<file path="config.mk">
export PLATFORM = sky130hd
export DESIGN_NAME = vga_fb_arbiter
export DESIGN_NICKNAME = d
export VERILOG_FILES = /design/src/rtl/vga_pkg.sv /design/src/rtl/vga_fb_addr.sv /design/src/rtl/vga_fb_arbiter.sv
export SDC_FILE = /design/constraint.sdc
export NUM_CORES = 1
export LEC_CHECK = 0
export BUFFER_PORTS_ARGS = -buffer_cell sky130_fd_sc_hd__clkbuf_2
export CORE_UTILIZATION = 59
export DETAILED_ROUTE_END_ITERATION = 12
export PLACE_DENSITY = 0.86
export SLEW_MARGIN = 40
export SYNTH_ARGS = -nofsm -noshare
export SYNTH_HDL_FRONTEND = slang
export SYNTH_HIERARCHICAL = 1
export SYNTH_SLANG_ARGS = --single-unit
</file>
<file path="constraint.sdc">
create_clock -name clock -period 8.7 [get_ports clock]
set_clock_uncertainty 0.1 [all_clocks]
set_input_delay 0.87 -clock clock [delete_from_list [all_inputs] [get_ports clock]]
set_output_delay 0.87 -clock clock [all_outputs]
set_load 0.005 [all_outputs]
</file>
<file path="src/rtl/vga_pkg.sv">
`default_nettype none
// ------------------------------------------------------------------------
// vga_pkg : framebuffer geometry, scan-out depth and scheduler slot type
// Rev 1.0
// ------------------------------------------------------------------------
package vga_pkg;

    localparam int FB_W            = 200;
    localparam int FB_H            = 150;
    localparam int SCALE_LOG2      = 2;
    localparam int ADDR_W          = 15;
    localparam int SCANOUT_LATENCY = 3;

    typedef enum logic [1:0] {
        SCAN_READ   = 2'd0,
        SCAN_WRITE  = 2'd1,
        BLANK_WRITE = 2'd2
    } slot_t;

    typedef struct packed {
        logic vis;
        logic rd;
        logic border;
    } scan_flags_t;

endpackage
`default_nettype wire

</file>
<file path="src/rtl/vga_fb_addr.sv">
`default_nettype none
// ------------------------------------------------------------------------
// vga_fb_addr : framebuffer (x,y) to linear RAM address plus in-range flag
// Rev 1.0
// ------------------------------------------------------------------------
module vga_fb_addr
    import vga_pkg::*;
#(
    parameter int FB_W   = vga_pkg::FB_W,
    parameter int FB_H   = vga_pkg::FB_H,
    parameter int ADDR_W = vga_pkg::ADDR_W
) (
    input  logic [11:0]       x_i,
    input  logic [10:0]       y_i,
    output logic [ADDR_W-1:0] addr_o,
    output logic              in_range_o
);

    localparam logic [11:0] c_FB_W = 12'(FB_W);
    localparam logic [10:0] c_FB_H = 11'(FB_H);

    // The largest in-range address fits ADDR_W, so no wrap handling is needed.
    assign addr_o     = ADDR_W'(y_i) * ADDR_W'(FB_W) + ADDR_W'(x_i);
    assign in_range_o = (x_i < c_FB_W) && (y_i < c_FB_H);

endmodule
`default_nettype wire

</file>
<file path="src/rtl/vga_fb_arbiter.sv">
`default_nettype none
// ------------------------------------------------------------------------
// vga_fb_arbiter : shares one framebuffer RAM port between scan-out and writer
// Rev 1.0
// ------------------------------------------------------------------------
module vga_fb_arbiter
    import vga_pkg::*;
#(
    parameter int                FB_W   = vga_pkg::FB_W,
    parameter int                FB_H   = vga_pkg::FB_H,
    parameter int                DATA_W = 8,
    parameter int                ADDR_W = vga_pkg::ADDR_W,
    parameter logic [DATA_W-1:0] BORDER = '0
) (
    input  logic              clock,
    input  logic              reset,
    input  logic [11:0]       display_col,
    input  logic [10:0]       display_row,
    input  logic              visible,
    input  logic              wr_valid,
    output logic              wr_ready,
    input  logic [11:0]       wr_x,
    input  logic [10:0]       wr_y,
    input  logic [DATA_W-1:0] wr_data,
    output logic [ADDR_W-1:0] mem_addr,
    output logic              mem_we,
    output logic [DATA_W-1:0] mem_wdata,
    input  logic [DATA_W-1:0] mem_rdata,
    output logic [DATA_W-1:0] pixel_data,
    output logic              pixel_valid,
    output logic [15:0]       drop_count
);

    localparam int c_STAGES = SCANOUT_LATENCY - 1;

    logic [11:0]       scan_x;
    logic [10:0]       scan_y;
    logic [ADDR_W-1:0] scan_addr;
    logic              scan_in_range;
    logic [ADDR_W-1:0] wr_addr;
    logic              wr_in_range;
    logic              wr_accept;
    slot_t             slot;

    logic [ADDR_W-1:0] mem_addr_q,    mem_addr_d;
    logic              mem_we_q,      mem_we_d;
    logic [DATA_W-1:0] mem_wdata_q,   mem_wdata_d;
    logic [15:0]       drop_count_q,  drop_count_d;
    logic [DATA_W-1:0] pixel_data_q,  pixel_data_d;
    logic              pixel_valid_q, pixel_valid_d;
    scan_flags_t       flags_d;
    scan_flags_t       flags_q [c_STAGES];

    assign scan_x = display_col >> SCALE_LOG2;
    assign scan_y = display_row >> SCALE_LOG2;

    vga_fb_addr #(
        .FB_W   (FB_W),
        .FB_H   (FB_H),
        .ADDR_W (ADDR_W)
    ) u_scan_addr (
        .x_i        (scan_x),
        .y_i        (scan_y),
        .addr_o     (scan_addr),
        .in_range_o (scan_in_range)
    );

    vga_fb_addr #(
        .FB_W   (FB_W),
        .FB_H   (FB_H),
        .ADDR_W (ADDR_W)
    ) u_wr_addr (
        .x_i        (wr_x),
        .y_i        (wr_y),
        .addr_o     (wr_addr),
        .in_range_o (wr_in_range)
    );

    // Only the first column of each 4-column group needs a fresh fetch.
    always_comb begin
        slot = BLANK_WRITE;
        if (visible) begin
            if ((display_col[SCALE_LOG2-1:0] == '0) && scan_in_range) begin
                slot = SCAN_READ;
            end else begin
                slot = SCAN_WRITE;
            end
        end
    end

    assign wr_ready  = !reset && (slot != SCAN_READ);
    assign wr_accept = wr_valid && wr_ready;

    always_comb begin
        mem_addr_d   = mem_addr_q;
        mem_we_d     = 1'b0;
        mem_wdata_d  = mem_wdata_q;
        drop_count_d = drop_count_q;
        if (slot == SCAN_READ) begin
            mem_addr_d = scan_addr;
        end else if (wr_accept) begin
            if (wr_in_range) begin
                mem_addr_d  = wr_addr;
                mem_we_d    = 1'b1;
                mem_wdata_d = wr_data;
            end else if (drop_count_q != 16'hFFFF) begin
                drop_count_d = drop_count_q + 16'd1;
            end
        end
    end

    always_comb begin
        flags_d.vis    = visible;
        flags_d.rd     = (slot == SCAN_READ);
        flags_d.border = visible && !scan_in_range;
    end

    // The last flag stage lines up with mem_rdata for the matching read slot.
    always_comb begin
        pixel_valid_d = flags_q[c_STAGES-1].vis;
        pixel_data_d  = pixel_data_q;
        if (!flags_q[c_STAGES-1].vis) begin
            pixel_data_d = '0;
        end else if (flags_q[c_STAGES-1].rd) begin
            pixel_data_d = mem_rdata;
        end else if (flags_q[c_STAGES-1].border) begin
            pixel_data_d = BORDER;
        end
    end

    always_ff @(posedge clock) begin
        if (reset) begin
            mem_addr_q    <= '0;
            mem_we_q      <= 1'b0;
            mem_wdata_q   <= '0;
            drop_count_q  <= '0;
            pixel_data_q  <= '0;
            pixel_valid_q <= 1'b0;
            for (int i = 0; i < c_STAGES; i++) begin
                flags_q[i] <= '0;
            end
        end else begin
            mem_addr_q    <= mem_addr_d;
            mem_we_q      <= mem_we_d;
            mem_wdata_q   <= mem_wdata_d;
            drop_count_q  <= drop_count_d;
            pixel_data_q  <= pixel_data_d;
            pixel_valid_q <= pixel_valid_d;
            flags_q[0]    <= flags_d;
            for (int i = 1; i < c_STAGES; i++) begin
                flags_q[i] <= flags_q[i-1];
            end
        end
    end

    assign mem_addr    = mem_addr_q;
    assign mem_we      = mem_we_q;
    assign mem_wdata   = mem_wdata_q;
    assign drop_count  = drop_count_q;
    assign pixel_data  = pixel_data_q;
    assign pixel_valid = pixel_valid_q;

endmodule
`default_nettype wire

</file>
Word level (Yosys, flattened, before mapping)
Memory sizes are Yosys's and may differ from the RTL's.
Cells that the tools add are included.

word-level totals
  flip-flop bits (word level) = 49
  bits in latches = 0
  RAM bits = 6
  bits in read-only memories = 0
  bits of input ports = 66
  output and inout bits = 50
  logic and storage cells = 55
  memories = 1

operators by class
  add/sub/neg operators = 3
  multipliers = 2
  divide/modulo/power cells = 0
  order comparisons = 4
  equality and inequality tests = 1
  shift operators = 0
  muxes and demuxes = 13
  bitwise gates (word level) = 6
  reductions and logical operators = 19

memory list
  name     depth  width  read ports  clocked after memory_dff  wr ports  line                  source
  flags_q  2      3      2           0                         2         vga_fb_arbiter.sv:52  scan_flags_t flags_q [c_STAGES];

operator list
  cell                   count
  $mux 15                3
  $add 16x1->16 const B  1
  $mux 8                 2
  $ne 16x16->1 const B   1
  $add 15x10->15         1
  $add 15x12->15         1
  $lt 12x8->1 const B    1
  $mul 11x5->12 const B  1
  $mul 9x5->12 const B   1
  $lt 11x8->1 const B    1
  $lt 10x8->1 const B    1
  $lt 9x8->1 const B     1
  $reduce_bool 2->1      4
  $logic_and 1x1->1      6
  $mux 3                 2
  $mux 1                 5
  $logic_not 2->1        2
  $not 1->1              4
  $reduce_and 4->1       1
  $reduce_and 3->1       1
  $reduce_or 3->1        1
  $logic_not 1->1        2
  $mux 2                 1
  $or 1x1->1             2
  other kinds (2)        2

Depth between registers and ports, before layout
  depth after elaboration = 10
  depth in mapped cells = 19
  mapped depth without buffers = 19

Hierarchy
Netlist, hierarchy kept.

by module, submodules not included
  module                     times used  cells each  area an instance (um^2)  seq. area each (um^2)
  vga_fb_arbiter             1           252         2277.2                   1101.1
  vga_fb_addr (u_wr_addr)    1           174         1375.1                   0.0
  vga_fb_addr (u_scan_addr)  1           165         1333.8                   0.0

Least setup slack after synthesis
No wires, ideal clock.

  kind = input to register
  start point = input port wr_y[2]
  end point = register mem_addr_q[12] (netlist: mem_addr[12])
  setup time = 86 ps
  arrival time = 4223 ps
  required time = 8514 ps
  setup slack = 4291 ps
  stages on the path = 15
  path buffers = 0
  cells stage by stage = ha_1 > ha_1 > fa_1 > ha_1 > nor2b_1 > o31a_2 > a21oi_1 > ha_1 > a2111o_1 > nor2_1 > nor2_1 > o21ai_0 > xnor2_1 > mux2i_1 > a211oi_1

on the way
  word-level cells in the longest chain between the ends = 5
  elaborated cells on any way between the ends = 9
  classes of those cells = add/sub: 1; mul: 1; order compare: 1; mux: 3; reduce/logical: 3

RTL lines
  element                 line                   source
  start: declaration      vga_fb_arbiter.sv:23   input logic [10:0] wr_y,
  $mul 11x5->12           vga_fb_addr.sv:23      assign addr_o = ADDR_W'(y_i) * ADDR_W'(FB_W) + ADDR_W'(x_i);
  $add 15x12->15          vga_fb_addr.sv:23
  via wr_addr[12]         vga_fb_arbiter.sv:40   logic [ADDR_W-1:0] wr_addr;
  $mux 15                 vga_fb_arbiter.sv:102  if (wr_in_range) begin
  $mux 15                 vga_fb_arbiter.sv:101  end else if (wr_accept) begin
  $mux 15                 vga_fb_arbiter.sv:99   if (slot == SCAN_READ) begin
  end signal: assignment  vga_fb_arbiter.sv:143  mem_addr_q <= mem_addr_d;
  end: declaration        vga_fb_arbiter.sv:45   logic [ADDR_W-1:0] mem_addr_q, mem_addr_d;

The timed path passes the listed nets, and every way through them passes these cells. The select of a mux whose other input is x is not followed.
A chain may end at the register's enable or synchronous reset.

Worst setup path after layout
  start point = input port wr_y[2]
  end point = register mem_addr_q[14] (netlist: mem_addr[14])

The elaborated chain is that of the path after synthesis.

==> metrics.txt <==
CTS tree built; EDFF count, synth 0; final setup fails 0; WHS 0.352 ns; crit-path max cell delay 0.47 ns; FF+latch area 1100 um^2; Synth Area per Inst 8.44 um^2; Initial DRC Count 108; Placer Congestion 0.927; status finished clean; Clock power frac 16.5%; area occupied by multi-input gates 3500 um^2; CP Class input pin to register; Int Pwr 0.551 mW; CP Data Required Time 8.83 ns; busiest grt layer met2; fillcell total 660; most used cell, CP ha_1; Yosys warning total 6; CP max FO 5; number of CTS-inserted buffers 5; Logic pwr share 56.0%; fin nets 854; HP Class register to register; Hold Vio Cnt, Final 0; Final TNS setup 0 ns; register share of total power 27.5%; fin. max-slew vios 0; M1 GR Usage 30.6%; Register-to-Register Path Depth 6; GRT met2 Usage 44.2%; critical path's slowest cell a2111o_1; Post-Route WL 10800 um; Max clock buf depth 2; GRT Total Usage 24.8%; Resized Gates After CTS 0; share of cells above drive strength 1 20.4%; sw power 0.377 mW; post-synth top area share 22.1%; DR pass1 iterations 4; IO Port Bufs 113; hold depth 1; Worst Max-Slew Pin Slew 0.708 ns; CTS root buffer clkbuf_8; Peak VDD IR 0.000116 V; global-route wire length before repair 17800 um; Tcrit/Tclk final 51.8%; DR vias 4468; layout overhead on the synthesized area 14.5%; Worst Path Buf+Inv 1; Post-Place Setup Slack 3.89 ns; remaining routing DRC violations 0; vias per cell 5.55; Die Height 93.9 um; core area 8220 um^2; DP Cell Count 797; Max Clk Rate 222 MHz; P_leak 2.79 nW; Worst slew margin 52.4%; met3 GRT Util 4.45%; Final min period 4.51 ns; top_reg_cell synth dfxtp_1; non-filler cells, final 805; largest net degree at the start of global routing 49; Seq/Total Area, Yosys 22.1%; synthesis-stage register bit count 55; vias in the first global route 4177; postcts setup bufs 0; Rows 33; die area 8820 um^2; Hold Buf Count CTS 0; H-Tree Level Count 2; Top Ports 116; Core Util, Final 69.5%; PnR worst setup slack 4.19 ns; CTS Sinks 55; CP cell instances clkbuf_2 > ha_1 > ha_1 > fa_1 > ha_1 > nor2b_1 > o31a_2 > a21oi_1 > ha_1 > a2111o_1 > nor2_1 > nor2_1 > o2111ai_2 > xnor2_1 > mux2i_1 > a211oi_1; synth top area cells dfxtp_1, ha_1, xnor2_1; Sw Share 40.6%; clk_lat worst skew 0.31 ns; clock transition at the registers of the reported paths 0.11 ns; Post-Syn Instances 591; Synth cell types 65; max cap viols 0; wire length per cell 13.5 um; DP HPWL 8860 um; startpoint types input pin; Worst EP arrival 4.64 ns; Die Width 93.9 um; final antenna-violating net count 0; gr ovfl total 0; n_diodes 0; stages on the worst setup path 16; post-synth top area cell dfxtp_1; Post-synth ARST share 0%; critical path endpoint category register; PwrDens 162 nW/um^2; cell family with most CP delay adder cells; Cell Area, Synth 4990 um^2; initial antenna violation count 0; RSZ-0062 raised after global routing no; Initial Util 60.7%
==> worst reg2reg max path, cell delays in order (launching register included) <==
cell and delay (ns):
dfxtp_1 0.43, ha_1 0.27, nand3_1 0.15, nor4_2 0.67
nor3_1 0.15, xnor2_1 0.18, nor2_1 0.06
==> per-stage QoR <==
stage          cell area, um^2  power, mW
2_1_floorplan             5020      0.669
3_3_place_gp              5600      0.743
3_5_place_dp              5610      0.766
4_1_cts                   5710      0.925
5_1_grt                   5710      0.999
6_report                  5710      0.927
==> final cells by class <==
| type | count | area share, % |
|---|---|---|
| Clock buffer | 5 | 1.21 |
| Tap cell | 105 | 2.30 |
| Sequential cell | 55 | 19.3 |
| Timing Repair Buffer | 115 | 10.2 |
| Clock inverter | 3 | 0.592 |
| Inverter | 78 | 5.13 |
| Multi-Input combinational cell | 444 | 61.3 |
==> cell families after synthesis <==
group           share of synthesized area, %
compound gates                          17.9
xor+xnor                                6.68
fa+ha+maj                               24.4
buf+inv                                 8.33
flops                                   22.1
mux                                     3.01
other cells                           0.0752
simple gates                            17.5
==> synthesized netlist by cell type, drive strengths merged, types with 3 or more instances <==
library cell  count
ha               75
nand4             6
or4               3
buf              13
o2111ai           3
o211ai            4
a21o              6
nand2            31
o21a              8
clkbuf            8
fa               14
inv              78
xnor2            35
xor2              3
nor3b            11
a211oi           20
nor2             49
nor3             10
o21ai            19
nand3            14
a21oi            40
nand2b            6
nor2b            15
o31ai             3
a2111o            4
nor4              7
a31oi             3
or3               6
mux2i            15
a221oi            4
dfxtp            55
o311ai            5
==> registers in the layout, summed over array words and instances (netlist names) <==
name         count
flags_q          6
mem_addr        15
pixel_data       8
pixel_valid      1
mem_we           1
mem_wdata        8
drop_count      16
==> path summary, 6_finish.rpt <==
| check | start | end | slack, ns |
|---|---|---|---|
| min reg2reg | flags_q[0][1]$_SDFF_PP0_ | flags_q[0][4]$_SDFF_PP0_ | 0.35 |
| max | wr_y[2] | mem_addr[14]$_SDFFE_PP0P_ | 4.19 |
| max reg2reg | drop_count[0]$_SDFFE_PP0P_ | drop_count[6]$_SDFFE_PP0P_ | 6.58 |
| min | flags_q[0][1]$_SDFF_PP0_ | flags_q[0][4]$_SDFF_PP0_ | 0.35 |
==> power groups by stage <==
stage / combinational [mW] / sequential, mW / clock [mW]
4_1_cts: 0.511 / 0.255 / 0.159
3_3_place_gp: 0.482 / 0.261 / 0
3_5_place_dp: 0.506 / 0.261 / 0
5_1_grt: 0.574 / 0.255 / 0.169
6_report: 0.519 / 0.255 / 0.153
2_1_floorplan: 0.409 / 0.260 / 0
==> routing by layer <==
| metal | share of wire, % | routed length [um] |
|---|---|---|
| met1 | 46 | 4980 |
| met2 | 48 | 5180 |
| met3 | 5.1 | 556 |
| met4 | 1.3 | 138 |
| met5 | 0 | 0 |
==> cell usage in the layout, fill, tap and decap left out, drive strengths merged, types with 10 or more instances in the layout <==
master	instances
fa	14
nand2	31
dfxtp	55
nand3	14
mux2i	15
nor3b	11
inv	79
nor2b	15
clkbuf	118
a211oi	20
o21ai	19
nor3	10
xnor2	35
a21oi	40
ha	75
nor2	49
(Power assumes the default switching activity.)
